`src/rtl/mult_seq_pkg.sv`:
```
// Shared types and helpers for the shared-multiplier sequencer.
// Optional feature macro: MULT_ZERO_SKIP_EN (see mult_share_sequencer).
package mult_seq_pkg;

  localparam int OP_W   = 8;
  localparam int PROD_W = 16;

  typedef enum logic [1:0] {
    IDLE = 2'd0,
    CALC = 2'd1,
    HOLD = 2'd2
  } state_t;

  // First set request at or above ptr, wrapping at n-1 -> 0. Supports n up to 8.
  function automatic logic [2:0] rr_pick(input logic [7:0] req, input logic [2:0] ptr, input int n);
    logic [2:0] pick;
    logic       found;
    int         cand;
    pick  = ptr;
    found = 1'b0;
    for (int k = 0; k < 8; k++) begin
      cand = int'(ptr) + k;
      if (cand >= n) cand = cand - n;
      else cand = cand;
      if ((k < n) && !found && req[cand[2:0]]) begin
        pick  = cand[2:0];
        found = 1'b1;
      end else begin
        pick  = pick;
        found = found;
      end
    end
    return pick;
  endfunction

endpackage

```
`src/rtl/eight_bit_array_multiplier.sv`:
```
// Combinational unsigned 8x8 array multiplier: rows of shifted partial
// products accumulated in a ripple chain. Deliberately not pipelined; the
// sequencer gives it a multicycle settle window.
module eight_bit_array_multiplier (
  input  logic [7:0]  a,
  input  logic [7:0]  b,
  output logic [15:0] s
);

  logic [15:0] acc_s;

  // Accumulate one partial-product row per multiplier bit.
  always_comb begin
    acc_s = 16'd0;
    for (int i = 0; i < 8; i++) begin
      if (b[i]) acc_s = acc_s + ({8'd0, a} << i);
      else acc_s = acc_s;
    end
    s = acc_s;
  end

endmodule

```
`src/rtl/mult_share_sequencer_rr_arbiter.sv`:
```
// Combinational round-robin arbiter: one-hot grant plus its index, searching
// upward from ptr with wrap-around.
module rr_arbiter
  import mult_seq_pkg::*;
#(
  parameter int N  = 4,
  parameter int IW = 2
) (
  input  logic [N-1:0]  req,
  input  logic [IW-1:0] ptr,
  output logic [N-1:0]  grant,
  output logic [IW-1:0] idx,
  output logic          any
);

  logic [7:0] req8_s;
  logic [2:0] ptr3_s;
  logic [2:0] pick_s;

  // Widen to the helper's fixed 8-entry form and decode the winner.
  always_comb begin
    req8_s         = 8'd0;
    req8_s[N-1:0]  = req;
    ptr3_s         = 3'd0;
    ptr3_s[IW-1:0] = ptr;
    pick_s         = rr_pick(req8_s, ptr3_s, N);
    any            = |req;
    idx            = pick_s[IW-1:0];
    grant          = {N{1'b0}};
    if (any) grant[idx] = 1'b1;
    else grant = {N{1'b0}};
  end

endmodule

```
`src/rtl/mult_share_sequencer.sv`:
```
// Shares one combinational 8x8 array multiplier between NUM_REQ requesters
// with round-robin arbitration and a MULT_CYCLES settle window before the
// product is captured. Results leave on one valid/ready channel tagged by id.
// Optional: define MULT_ZERO_SKIP_EN to answer zero-operand requests directly
// from IDLE (skips the settle window).
module mult_share_sequencer
  import mult_seq_pkg::*;
#(
  parameter int NUM_REQ     = 4,
  parameter int MULT_CYCLES = 2,
  parameter int ID_W        = 2
) (
  input  logic                    clk,
  input  logic                    rst,
  input  logic [NUM_REQ-1:0]      req_valid,
  output logic [NUM_REQ-1:0]      req_ready,
  input  logic [OP_W*NUM_REQ-1:0] req_a,
  input  logic [OP_W*NUM_REQ-1:0] req_b,
  output logic                    rsp_valid,
  input  logic                    rsp_ready,
  output logic [ID_W-1:0]         rsp_id,
  output logic [PROD_W-1:0]       rsp_p
);

  localparam int CNT_W = (MULT_CYCLES > 1) ? $clog2(MULT_CYCLES) : 1;
  localparam logic [CNT_W-1:0] CNT_INIT = CNT_W'(MULT_CYCLES - 1);
  localparam logic [ID_W-1:0]  LAST_ID  = ID_W'(NUM_REQ - 1);

  state_t              state_r, next_state_s;
  logic [ID_W-1:0]     rr_ptr_r;
  logic [OP_W-1:0]     op_a_r, op_b_r;
  logic [ID_W-1:0]     op_id_r;
  logic [CNT_W-1:0]    cnt_r;
  logic [NUM_REQ-1:0]  grant_s;
  logic [ID_W-1:0]     grant_idx_s;
  logic                grant_any_s;
  logic [OP_W-1:0]     sel_a_s, sel_b_s;
  logic                zero_s;
  logic [PROD_W-1:0]   prod_s;

  rr_arbiter #(.N(NUM_REQ), .IW(ID_W)) u_arb (
    .req   (req_valid),
    .ptr   (rr_ptr_r),
    .grant (grant_s),
    .idx   (grant_idx_s),
    .any   (grant_any_s)
  );

  eight_bit_array_multiplier u_mult (
    .a (op_a_r),
    .b (op_b_r),
    .s (prod_s)
  );

  // Select the winner's operands and flag zero operands for the fast path.
  always_comb begin
    sel_a_s = req_a[grant_idx_s*OP_W +: OP_W];
    sel_b_s = req_b[grant_idx_s*OP_W +: OP_W];
`ifdef MULT_ZERO_SKIP_EN
    zero_s  = (sel_a_s == 8'd0) || (sel_b_s == 8'd0);
`else
    zero_s  = 1'b0;
`endif
  end

  // Grant is visible only while IDLE and out of reset.
  always_comb begin
    req_ready = {NUM_REQ{1'b0}};
    if ((state_r == IDLE) && !rst) req_ready = grant_s;
    else req_ready = {NUM_REQ{1'b0}};
  end

  // Next-state logic.
  always_comb begin
    next_state_s = state_r;
    case (state_r)
      IDLE: begin
        if (grant_any_s) next_state_s = zero_s ? HOLD : CALC;
        else next_state_s = IDLE;
      end
      CALC: begin
        if (cnt_r == {CNT_W{1'b0}}) next_state_s = HOLD;
        else next_state_s = CALC;
      end
      HOLD: begin
        if (rsp_ready) next_state_s = IDLE;
        else next_state_s = HOLD;
      end
      default: next_state_s = IDLE;
    endcase
  end

  // State register.
  always_ff @(posedge clk) begin
    if (rst) state_r <= IDLE;
    else state_r <= next_state_s;
  end

  // Operand capture, settle countdown, response registers and rr pointer.
  always_ff @(posedge clk) begin
    if (rst) begin
      rr_ptr_r  <= {ID_W{1'b0}};
      op_a_r    <= 8'd0;
      op_b_r    <= 8'd0;
      op_id_r   <= {ID_W{1'b0}};
      cnt_r     <= {CNT_W{1'b0}};
      rsp_valid <= 1'b0;
      rsp_id    <= {ID_W{1'b0}};
      rsp_p     <= 16'd0;
    end else begin
      case (state_r)
        IDLE: begin
          if (grant_any_s) begin
            op_a_r  <= sel_a_s;
            op_b_r  <= sel_b_s;
            op_id_r <= grant_idx_s;
            cnt_r   <= CNT_INIT;
            if (zero_s) begin
              rsp_p     <= 16'd0;
              rsp_id    <= grant_idx_s;
              rsp_valid <= 1'b1;
            end
          end
        end
        CALC: begin
          if (cnt_r == {CNT_W{1'b0}}) begin
            rsp_p     <= prod_s;
            rsp_id    <= op_id_r;
            rsp_valid <= 1'b1;
          end else begin
            cnt_r <= cnt_r - CNT_W'(1);
          end
        end
        HOLD: begin
          if (rsp_ready) begin
            rsp_valid <= 1'b0;
            rr_ptr_r  <= (op_id_r == LAST_ID) ? {ID_W{1'b0}} : op_id_r + ID_W'(1);
          end
        end
        default: begin
          rsp_valid <= 1'b0;
        end
      endcase
    end
  end

endmodule

```
`config.mk`:
```
export PLATFORM = sky130hd
export DESIGN_NAME = mult_share_sequencer
export DESIGN_NICKNAME = d
export VERILOG_FILES = /design/src/rtl/mult_seq_pkg.sv /design/src/rtl/eight_bit_array_multiplier.sv /design/src/rtl/mult_share_sequencer_rr_arbiter.sv /design/src/rtl/mult_share_sequencer.sv
export SDC_FILE = /design/constraint.sdc
export NUM_CORES = 1
export LEC_CHECK = 0
export ABC_AREA = 0
export CAP_MARGIN = 25
export CORE_ASPECT_RATIO = 1.75
export CORE_MARGIN = 2
export CORE_UTILIZATION = 30
export CTS_CLUSTER_DIAMETER = 50
export DETAILED_ROUTE_END_ITERATION = 6
export MAX_ROUTING_LAYER = met4
export SLEW_MARGIN = 20
export SYNTH_ARGS = -nofsm -noshare
export SYNTH_HDL_FRONTEND = slang
export SYNTH_SLANG_ARGS = --single-unit
export TNS_END_PERCENT = 50
```
`constraint.sdc`:
```
create_clock -name clk -period 10.2 [get_ports clk]
set_clock_uncertainty 0.1 [all_clocks]
set_input_delay 1.53 -clock clk [delete_from_list [all_inputs] [get_ports clk]]
set_output_delay 1.53 -clock clk [all_outputs]
set_load 0.005 [all_outputs]
```
-- Word-level counts from Yosys, hierarchy flattened
Cells that the tools add are included.
- flip-flop bits (word level): 42
- input port bits: 71
- output and inout bits: 23
- add/sub/neg operators: 16
- $lt $le $gt $ge: 10
- eq/ne operators: 6
- shift operators: 2
- muxes and demuxes: 42
- bitwise operators: 2
- reductions and logical operators: 17
- operators with widths (cell ; count):
    16-bit 2-to-1 mux ; 7
    32-bit by 4-bit >= comparator with 1-bit output, second input constant ; 3
    32-bit by 6-bit variable part select with 8-bit output ; 2
    16-bit by 10-bit adder with 16-bit output ; 1
    16-bit by 11-bit adder with 16-bit output ; 1
    16-bit by 12-bit adder with 16-bit output ; 1
    16-bit by 13-bit adder with 16-bit output ; 1
    16-bit by 14-bit adder with 16-bit output ; 1
    16-bit by 15-bit adder with 16-bit output ; 1
    16-bit by 9-bit adder with 16-bit output ; 1
    3-bit by 4-bit < comparator with 1-bit output, second input constant ; 4
    2-bit 2-to-1 mux ; 7
    1-bit 2-to-1 mux ; 13
    1-bit binary-select mux with 3-bit select ; 4
    3-bit 2-to-1 mux ; 4
    3-bit subtractor, second input constant ; 3
    4-bit 2-to-1 mux ; 2
    8-bit 2-to-1 mux ; 1
    2-bit AND reduction ; 4
    2-bit by 2-bit adder with 3-bit output, second input constant ; 2
    2-bit != test, second input constant ; 3
    2-bit one-hot mux with 3 select lines ; 1
    1-bit logical AND ; 5
    2-bit equality test, second input constant ; 2
    other kinds (17) ; 21

-- Longest topological paths before layout
Gate-level depths: netlist (run 1).
- depth after elaboration: 20
- gate-level depth with buffers: 46
- depth with buffers taken out: 45

-- By module
A second synthesis (run 1) with hierarchy kept.
- cells, all modules: 651
- area, all modules: 5439.0 sq um
- by module, submodules not included (module ; times used ; cells each ; area each (sq um) ; sequential area each (sq um)):
    eight_bit_array_multiplier ; 1 ; 444 ; 3271.9 ; 0.0
    mult_share_sequencer ; 1 ; 174 ; 1939.4 ; 840.8
    rr_arbiter ; 1 ; 33 ; 227.7 ; 0.0

-- Least setup slack after synthesis (run 1)
Ideal clock, no wire load.
- path type: flip-flop to flip-flop
- start point: register op_a_r[2]
- end point: register rsp_p[14]
- data arrival time: 8207 ps
- required time: 10030 ps
- path slack: 1823 ps
- cell stages (with the launch flop): 41
- buffers on the path: 1
- cell sequence: dfxtp_1 > buf_2 > nand2_1 > inv_1 > ha_1 > a21o_1 > maj3_2 > a21oi_2 > xor2_2 > nor2_1 > ha_1 > inv_1 > or4b_2 > o211ai_1 > o21bai_1 > ha_1 > o21a_1 > a21o_1 > (+5 left out) > a221o_1 > a21oi_1 > nor2_1 > ha_1 > mux2i_1 > o21ai_0 > a311o_1 > ha_1 > nor3_1 > a21oi_1 > o31ai_1 > a311o_1 > ha_1 > nand2_1 > o31ai_1 > xor2_1 > nand3_1 > a21oi_1
- word-level cells in the longest chain between the ends: 15
- ends and longest elaborated chain (what ; line ; RTL):
    from (decl) ; mult_share_sequencer.sv:31 ; logic [OP_W-1:0] op_a_r, op_b_r;
    from (signal assigned) ; mult_share_sequencer.sv:114 ; op_a_r <= sel_a_s;
    8-bit 2-to-1 mux ; eight_bit_array_multiplier.sv:16 ; if (b[i]) acc_s = acc_s + ({8'd0, a} << i);
    16-bit by 9-bit adder with 16-bit output ; eight_bit_array_multiplier.sv:16 ;
    16-bit 2-to-1 mux ; eight_bit_array_multiplier.sv:16 ;
    16-bit by 10-bit adder with 16-bit output ; eight_bit_array_multiplier.sv:16 ;
    16-bit 2-to-1 mux ; eight_bit_array_multiplier.sv:16 ;
    16-bit by 11-bit adder with 16-bit output ; eight_bit_array_multiplier.sv:16 ;
    16-bit 2-to-1 mux ; eight_bit_array_multiplier.sv:16 ;
    16-bit by 12-bit adder with 16-bit output ; eight_bit_array_multiplier.sv:16 ;
    16-bit 2-to-1 mux ; eight_bit_array_multiplier.sv:16 ;
    16-bit by 13-bit adder with 16-bit output ; eight_bit_array_multiplier.sv:16 ;
    16-bit 2-to-1 mux ; eight_bit_array_multiplier.sv:16 ;
    16-bit by 14-bit adder with 16-bit output ; eight_bit_array_multiplier.sv:16 ;
    16-bit 2-to-1 mux ; eight_bit_array_multiplier.sv:16 ;
    16-bit by 15-bit adder with 16-bit output ; eight_bit_array_multiplier.sv:16 ;
    16-bit 2-to-1 mux (*) ; eight_bit_array_multiplier.sv:16 ;
    to (signal assigned) ; mult_share_sequencer.sv:127 ; rsp_p <= prod_s;
    to (decl) ; mult_share_sequencer.sv:22 ; output logic [PROD_W-1:0] rsp_p
Every way passes the cells marked *; elsewhere a longest branch is shown, timed or not.
A chain may end at the register's enable or synchronous reset.

-- Worst setup path in the final report (run 1)
Ends and elaborated chain as after synthesis.

==> results of run 1 <==
[synthesized netlist by cell type, drive strengths merged (9+ instances only)]
master	n
nand2	85
a21oi	71
nor2	61
ha	59
dfxtp	42
o21ai	32
inv	29
clkbuf	25
a21o	16
mux4	16
xnor2	16
o21a	12
xor2	12
a31oi	10
nand3	10
nor2b	10
a211oi	9
buf	9
o31ai	9
[worst max-delay path, delay by kind of cell, from the launching register on]
family	cells	cell delay, ns
AND/OR/NAND/NOR	8	1.30
multiplexers	2	0.74
AO/OA/AOI/OAI	15	3.10
XOR/XNOR	3	0.59
adder cells (fa/ha/maj)	8	2.71
buffers and inverters	3	0.28
flip-flops	1	0.53
[area by class of cell]
cell class,count,area share
Multi-Input combinational cell,565,0.6332
Timing Repair Buffer,102,0.1516
Sequential cell,42,0.1278
Tap cell,231,0.04388
Clock buffer,5,0.01900
Inverter,30,0.01710
Clock inverter,3,0.007409
[layer usage]
metal,global-route usage,vias up,routed length [um]
li1,-,2633,-
met1,0.1885,2554,6405
met2,0.3550,150,9048
met3,0.01818,67,555
met4,0.1160,0,1005
met5,-,-,0
[registers in the layout, summed over array words and instances (netlist names)]
| name | flops |
|---|---|
| op_b_r | 8 |
| rsp_id | 2 |
| rsp_p | 16 |
| rsp_valid | 1 |
| op_a_r | 8 |
| cnt_r | 1 |
| rr_ptr_r | 2 |
| op_id_r | 2 |
| state_r | 2 |
[power groups by stage]
stage / clock, mW / sequential, mW / combinational (mW)
2_1_floorplan: 0 / 0.203 / 0.326
3_3_place_gp: 0 / 0.225 / 0.442
3_5_place_dp: 0 / 0.225 / 0.445
4_1_cts: 0.197 / 0.221 / 0.446
5_1_grt: 0.204 / 0.225 / 0.496
6_report: 0.194 / 0.221 / 0.445
[cells by family (layout without fill, tap and decap cells)]
| logic type | after synthesis | after routing |
|---|---|---|
| compound gates | 225 | 225 |
| simple gates | 214 | 214 |
| fa+ha+maj | 67 | 67 |
| buf+inv | 64 | 140 |
| flops | 42 | 42 |
| mux | 31 | 31 |
| xor+xnor | 28 | 28 |
[final timing paths]
check | startpoint | to | cells past startpoint
max | op_a_r[2]$_SDFFE_PP0P_ | rsp_p[14]$_SDFFE_PP0P_ | 39
min | rsp_valid$_SDFFE_PP0P_ | rsp_valid$_SDFFE_PP0P_ | 2
max reg2reg | op_a_r[2]$_SDFFE_PP0P_ | rsp_p[14]$_SDFFE_PP0P_ | 39
min reg2reg | rsp_valid$_SDFFE_PP0P_ | rsp_valid$_SDFFE_PP0P_ | 2
[what timing repair did]
item                                    4_1_cts  5_1_grt
hold buffers                                  0        0
endpoints found under the setup margin        0        1
endpoints found under the hold margin         0        0
gates resized for setup                       0        1
buffers inserted                              0        0
==> metrics.yaml, run 1 <==
cts:
  numCtsBuffers: 5
  worst_setup_hold_path_clk_slew_ns: 0.07
  cts_tree: "done"
  clk_latency_ns: 0.30
  cts_max_level: 2
  cts_buffer_depth: 2
  cts-root-buf: "clkbuf_16"
  clock-sinks: 42
die:
  initial_utilization: 0.3035
  top_level_ports: 94
  chipWidth_um: 104.0
  rows: 64
  core_um2: 17300
  dieArea_um2: 18610
  die_y_um: 179.0
sta:
  slew_violations: 0
  tightest_slew_ns: 0.9175
  hold_viol: 0
  period_share: 0.9243
  fmax_mhz: 106.1
  setup_violations: 0
  fin_crit_ns: 9.428
  slew-limit-headroom: 0.3883
  rsz0062_at_grt: "false"
  setup_tns_ns: 0
  hold_ws_ns: 0.3587
  setup_ws_ns: 0.7718
cells_and_area:
  syn2layout_area_growth_pct: 25.48
  register_area_um2: 842.1
  design_area_um2: 6586
  mostFrequentLayoutCells: "93 x clkdlybuf4s50_1, 85 x nand2_1, 70 x a21oi_1, 60 x nor2_1, 59 x ha_1"
  n_fill_cell: 1875
  antenna_cells: 0
  multi_input_area_um2: 4170
  layout_commonest_cell: "clkdlybuf4s50_1"
  nets: 883
  fin_cells: 978
  fin_util: 0.3808
  drive_gt1_frac: 0.07764
routing:
  avgViaCountPerCell: 5.526
  vias: 5404
  antenna_left: 0
  drt-total-wl_um: 17020
  routedWlPerCell_um: 17.40
  firstDrtPassIters: 5
  drtIter0Drc: 207
  drc: 0
power_and_ir_drop:
  combPwrFrac: 0.517
  p_seq_frac: 0.257
  internal-power_uw: 506.9
  cellLeakagePower_nw: 2.775
  power_switching_uw: 352.8
  powerDensity_nw_per_um2: 130.5
  swShare: 0.4104
  ir_drop_v: 0.0001042
  power_uw: 859.7
  clkPwrFrac: 0.226
synthesis:
  muxShareOfSynthArea: 0.09964
  yosys_register_bits: 42
  synth_area_leaders: "dfxtp_1 16%, ha_1 14%, mux4_2 6.9%"
  postSynthCellCount: 671
  synth_edf_count: 0
  synth_nets: 808
  synth_xor_area_frac: 0.04958
  synth_top_area_cell: "dfxtp_1"
  synth_top_family_by_area: "compound AO/OA/AOI/OAI gates"
  ys_async_sr_fraction: 0
  seq_area_frac_synth: 0.1602
  synth_cell_types: 74
  synth_compound_area_frac: 0.2863
  syn_area_per_cell_um2: 7.822
  ys.flop_type: "dfxtp_1"
  yosys.area_share.simple: 0.1864
  synth_top_area_share: 0.1602
  synth_fa_ha_area_frac: 0.1695
  synth_area_um2: 5249
  yosysWarnings: 0
run_status:
  outcome: "completed"
global_routing:
  grt_max_degree: 45
  grt_pass1_vias: 5417
  grt_pass1_wl_um: 27280
  overflow: 0
  grtUsageTotal: 0.1893
  antenna_found_initial: 0
placed_design:
  portBuffers: 93
  placed_area_um2: 6411
  dp.cells: 970
  post-place-ws_ns: 0.6045
  dpl.hpwl_um: 13610
  gp_congestion: 0.9069
flow_run:
  drv_cap: 0
critical_path:
  arrival_ns: 9.55
  cp_slowest_cell: "or4b_2"
  rrSetupSlack_ns: 0.77
  required_ns: 10.33
  cpMostUsedCell: "ha_1"
  endpoint_kind: "flop"
  worstSetupStartpointType: "flop"
  criticalPathCategory: "flop to flop"
  crit_path_max_incr_delay_ns: 0.62
  critPathMaxFanout: 14
min_path:
  hp-class: "flop to flop"
Power figures use the tool's default switching activity.
==> inputs of run 2 (changes only) <==
==> constraint.sdc (replaced) <==
create_clock -name clk -period 10.2 [get_ports clk]
set_clock_uncertainty 0.1 [all_clocks]
set_input_delay 3.06 -clock clk [delete_from_list [all_inputs] [get_ports clk]]
set_output_delay 3.06 -clock clk [all_outputs]
set_load 0.005 [all_outputs]
==> run 2 against run 1 <==
Sequential cell count is the same. Worst setup slack lost 0.0073 ns. Clock power shrank 15%. Critical path depth shrank 2. Total power shrank 3.3%. Fmax is essentially flat.
==> metrics.yaml, run 2 (same netlist as run 1, synthesis figures left out) <==
cells_and_area:
  nets: 884  # was 883
  drive_gt1_frac: 0.07754  # was 0.07764
  register_area_um2: 842.1  # unchanged
  largest_reg_flops: 16  # unchanged
  antenna_cells: 0  # unchanged
  n_fill_cell: 1858  # was 1875
  mostFrequentLayoutCells: "93 x clkdlybuf4s50_1, 85 x nand2_1, 70 x a21oi_1, 60 x nor2_1, 59 x ha_1"  # unchanged
  multi_input_area_um2: 4170  # unchanged
  top_register: "rsp_p"  # unchanged
  layout_commonest_cell: "clkdlybuf4s50_1"  # unchanged
  top_regs: "rsp_p: 16 flops, op_a_r: 8 flops, op_b_r: 8 flops"  # unchanged
  syn2layout_area_growth_pct: 25.03  # was 25.48%
  fin_util: 0.3794  # was 0.3808
die:
  top_level_ports: 94  # unchanged
  chipWidth_um: 104.0  # unchanged
  rows: 64  # unchanged
  die_y_um: 179.0  # unchanged
  dieArea_um2: 18610  # unchanged
  initial_utilization: 0.3035  # unchanged
  core_um2: 17300  # unchanged
critical_path:
  cp_num_buf_inv: 2  # was 3
  required_ns: 10.32  # was 10.33 ns
  reg2regPathDepth: 37  # was 39
  cp_slowest_cell: "dfxtp_1"  # was or4b_2
  worst_r2r_startpoint: "op_a_r[4]$_SDFFE_PP0P_"  # was op_a_r[2]$_SDFFE_PP0P_
  crit_path_max_incr_delay_ns: 0.70  # was 0.62 ns
  endpoint_kind: "flop"  # unchanged
  critPathLaunch: "op_a_r[4]$_SDFFE_PP0P_"  # was op_a_r[2]$_SDFFE_PP0P_
  worstSetupStartpointType: "flop"  # unchanged
  cpMostUsedCell: "ha_1"  # unchanged
  arrival_ns: 9.56  # was 9.55 ns
  critPathMaxFanout: 9  # was 14
  rrSetupSlack_ns: 0.76  # was 0.77 ns
  r2r_end: "rsp_p[14]$_SDFFE_PP0P_"  # unchanged
  critPathTopFamily: "compound AO/OA/AOI/OAI gates"  # unchanged
  criticalPathCategory: "flop to flop"  # unchanged
global_routing:
  grt_pass1_vias: 5427  # was 5417
  overflow: 0  # unchanged
  grt_pass1_wl_um: 27720  # was 27280 um
  grt_max_degree: 45  # unchanged
  grtUsageTotal: 0.1918  # was 0.1893
  antenna_found_initial: 0  # unchanged
sta:
  tightest_slew_ns: 0.9060  # was 0.9175 ns
  rsz0062_at_grt: "false"  # unchanged
  setup_tns_ns: 0  # unchanged
  hold_viol: 0  # unchanged
  setup_violations: 0  # unchanged
  fin_crit_ns: 9.436  # was 9.428 ns
  fmax_mhz: 106.0  # was 106.1 MHz
  slew-limit-headroom: 0.3960  # was 0.3883
  period_share: 0.9251  # was 0.9243
  slew_violations: 0  # unchanged
  setup_ws_ns: 0.7645  # was 0.7718 ns
routing:
  vias: 5356  # was 5404
  drtIter0Drc: 218  # was 207
  firstDrtPassIters: 4  # was 5
  routedWlPerCell_um: 17.46  # was 17.40 um
  avgViaCountPerCell: 5.471  # was 5.526
  drc: 0  # unchanged
  drt-total-wl_um: 17100  # was 17020 um
  antenna_left: 0  # unchanged
flow_run:
  drv_cap: 0  # unchanged
cts:
  cts_max_level: 2  # unchanged
  ctsHoldBuffers: 0  # unchanged
  numCtsBuffers: 5  # unchanged
  cts-root-buf: "clkbuf_16"  # unchanged
  cts_buffer_depth: 2  # unchanged
  clock-sinks: 42  # unchanged
  clk_latency_ns: 0.30  # about the same
  cts_tree: "done"  # unchanged
  worst_setup_hold_path_clk_slew_ns: 0.06  # was 0.07 ns
min_path:
  worstHoldPathCells: 2  # unchanged
  hold_start: "rsp_id[1]$_SDFFE_PP0P_"  # was rsp_valid$_SDFFE_PP0P_
  hold_end: "rsp_id[1]$_SDFFE_PP0P_"  # was rsp_valid$_SDFFE_PP0P_
  hp-class: "flop to flop"  # unchanged
placed_design:
  portBuffers: 93  # unchanged
  dpl.hpwl_um: 13680  # was 13610 um
  gp_congestion: 0.9018  # was 0.9069
  post-place-ws_ns: 0.6390  # was 0.6045 ns
power_and_ir_drop:
  cellLeakagePower_nw: 2.769  # was 2.775 nW
  ir_drop_v: 0.0001383  # was 0.0001042 V
  powerDensity_nw_per_um2: 126.6  # was 130.5 nW/um^2
run_status:
  outcome: "completed"  # unchanged
## run 2: worst max path at each step
stage / endpoint / depth (start not counted) / slack (ns)
floorplan: rsp_p[14]$_SDFFE_PP0P_ / 40 / 1.82
global placement: rsp_p[14]$_SDFFE_PP0P_ / 39 / 0.70
detailed placement: rsp_p[14]$_SDFFE_PP0P_ / 39 / 0.64
CTS: rsp_p[14]$_SDFFE_PP0P_ / 39 / 0.61
global route: rsp_p[14]$_SDFFE_PP0P_ / 37 / 0.18
finish: rsp_p[14]$_SDFFE_PP0P_ / 37 / 0.76
## run 2: final cells by class
type / instances / share of cell area
clock buffer: 6 / 0.01964
clock inverter: 2 / 0.002097
timing repair buffer: 103 / 0.1533
inverter: 30 / 0.01716
multi-input combinational: 565 / 0.6355
sequential: 42 / 0.1283
tap: 231 / 0.04404
## run 2: layer usage
layer / part of all wire / vias up / track usage
met5: 0 / - / -
met4: 0.044 / 0 / 0.09741
met3: 0.029 / 48 / 0.01490
met2: 0.55 / 136 / 0.3687
met1: 0.38 / 2544 / 0.1937
li1: - / 2628 / -
## run 2: per-stage QoR
step | total power [mW] | area, um^2 | hold WS, ns | instances
after floorplan | 0.5296 | 5249 | 0.3442 | 671
after global placement | 0.6675 | 6419 | 0.3455 | 971
after detailed placement | 0.6687 | 6419 | 0.3475 | 971
after CTS | 0.8347 | 6561 | 0.3631 | 979
after global routing | 0.8980 | 6563 | 0.3755 | 979
final | 0.8311 | 6563 | 0.3587 | 979
## run 2: repair_timing
item                       in CTS  in global routing
setup buffers                   0                  0
gates resized for setup         0                  1
setup endpoints to repair       0                  2
## run 2: power by group
| part | internal [mW] | switching [mW] |
|---|---|---|
| Clock | 0.0911 | 0.0732 |
| Sequential | 0.182 | 0.0392 |
| Combinational | 0.208 | 0.238 |
| Total | 0.481 | 0.350 |
## run 2: worst register-to-register path: cells and delay by family, from the launching register on
kind	cells	cell delay, ns
AOI/OAI and AO/OA	16	3.42
xor gates and xnor gates	3	0.60
adders and majority gates	7	2.50
buffers and inverters	2	0.17
DFF	1	0.70
muxes	2	0.69
and+or+nand+nor	7	1.19
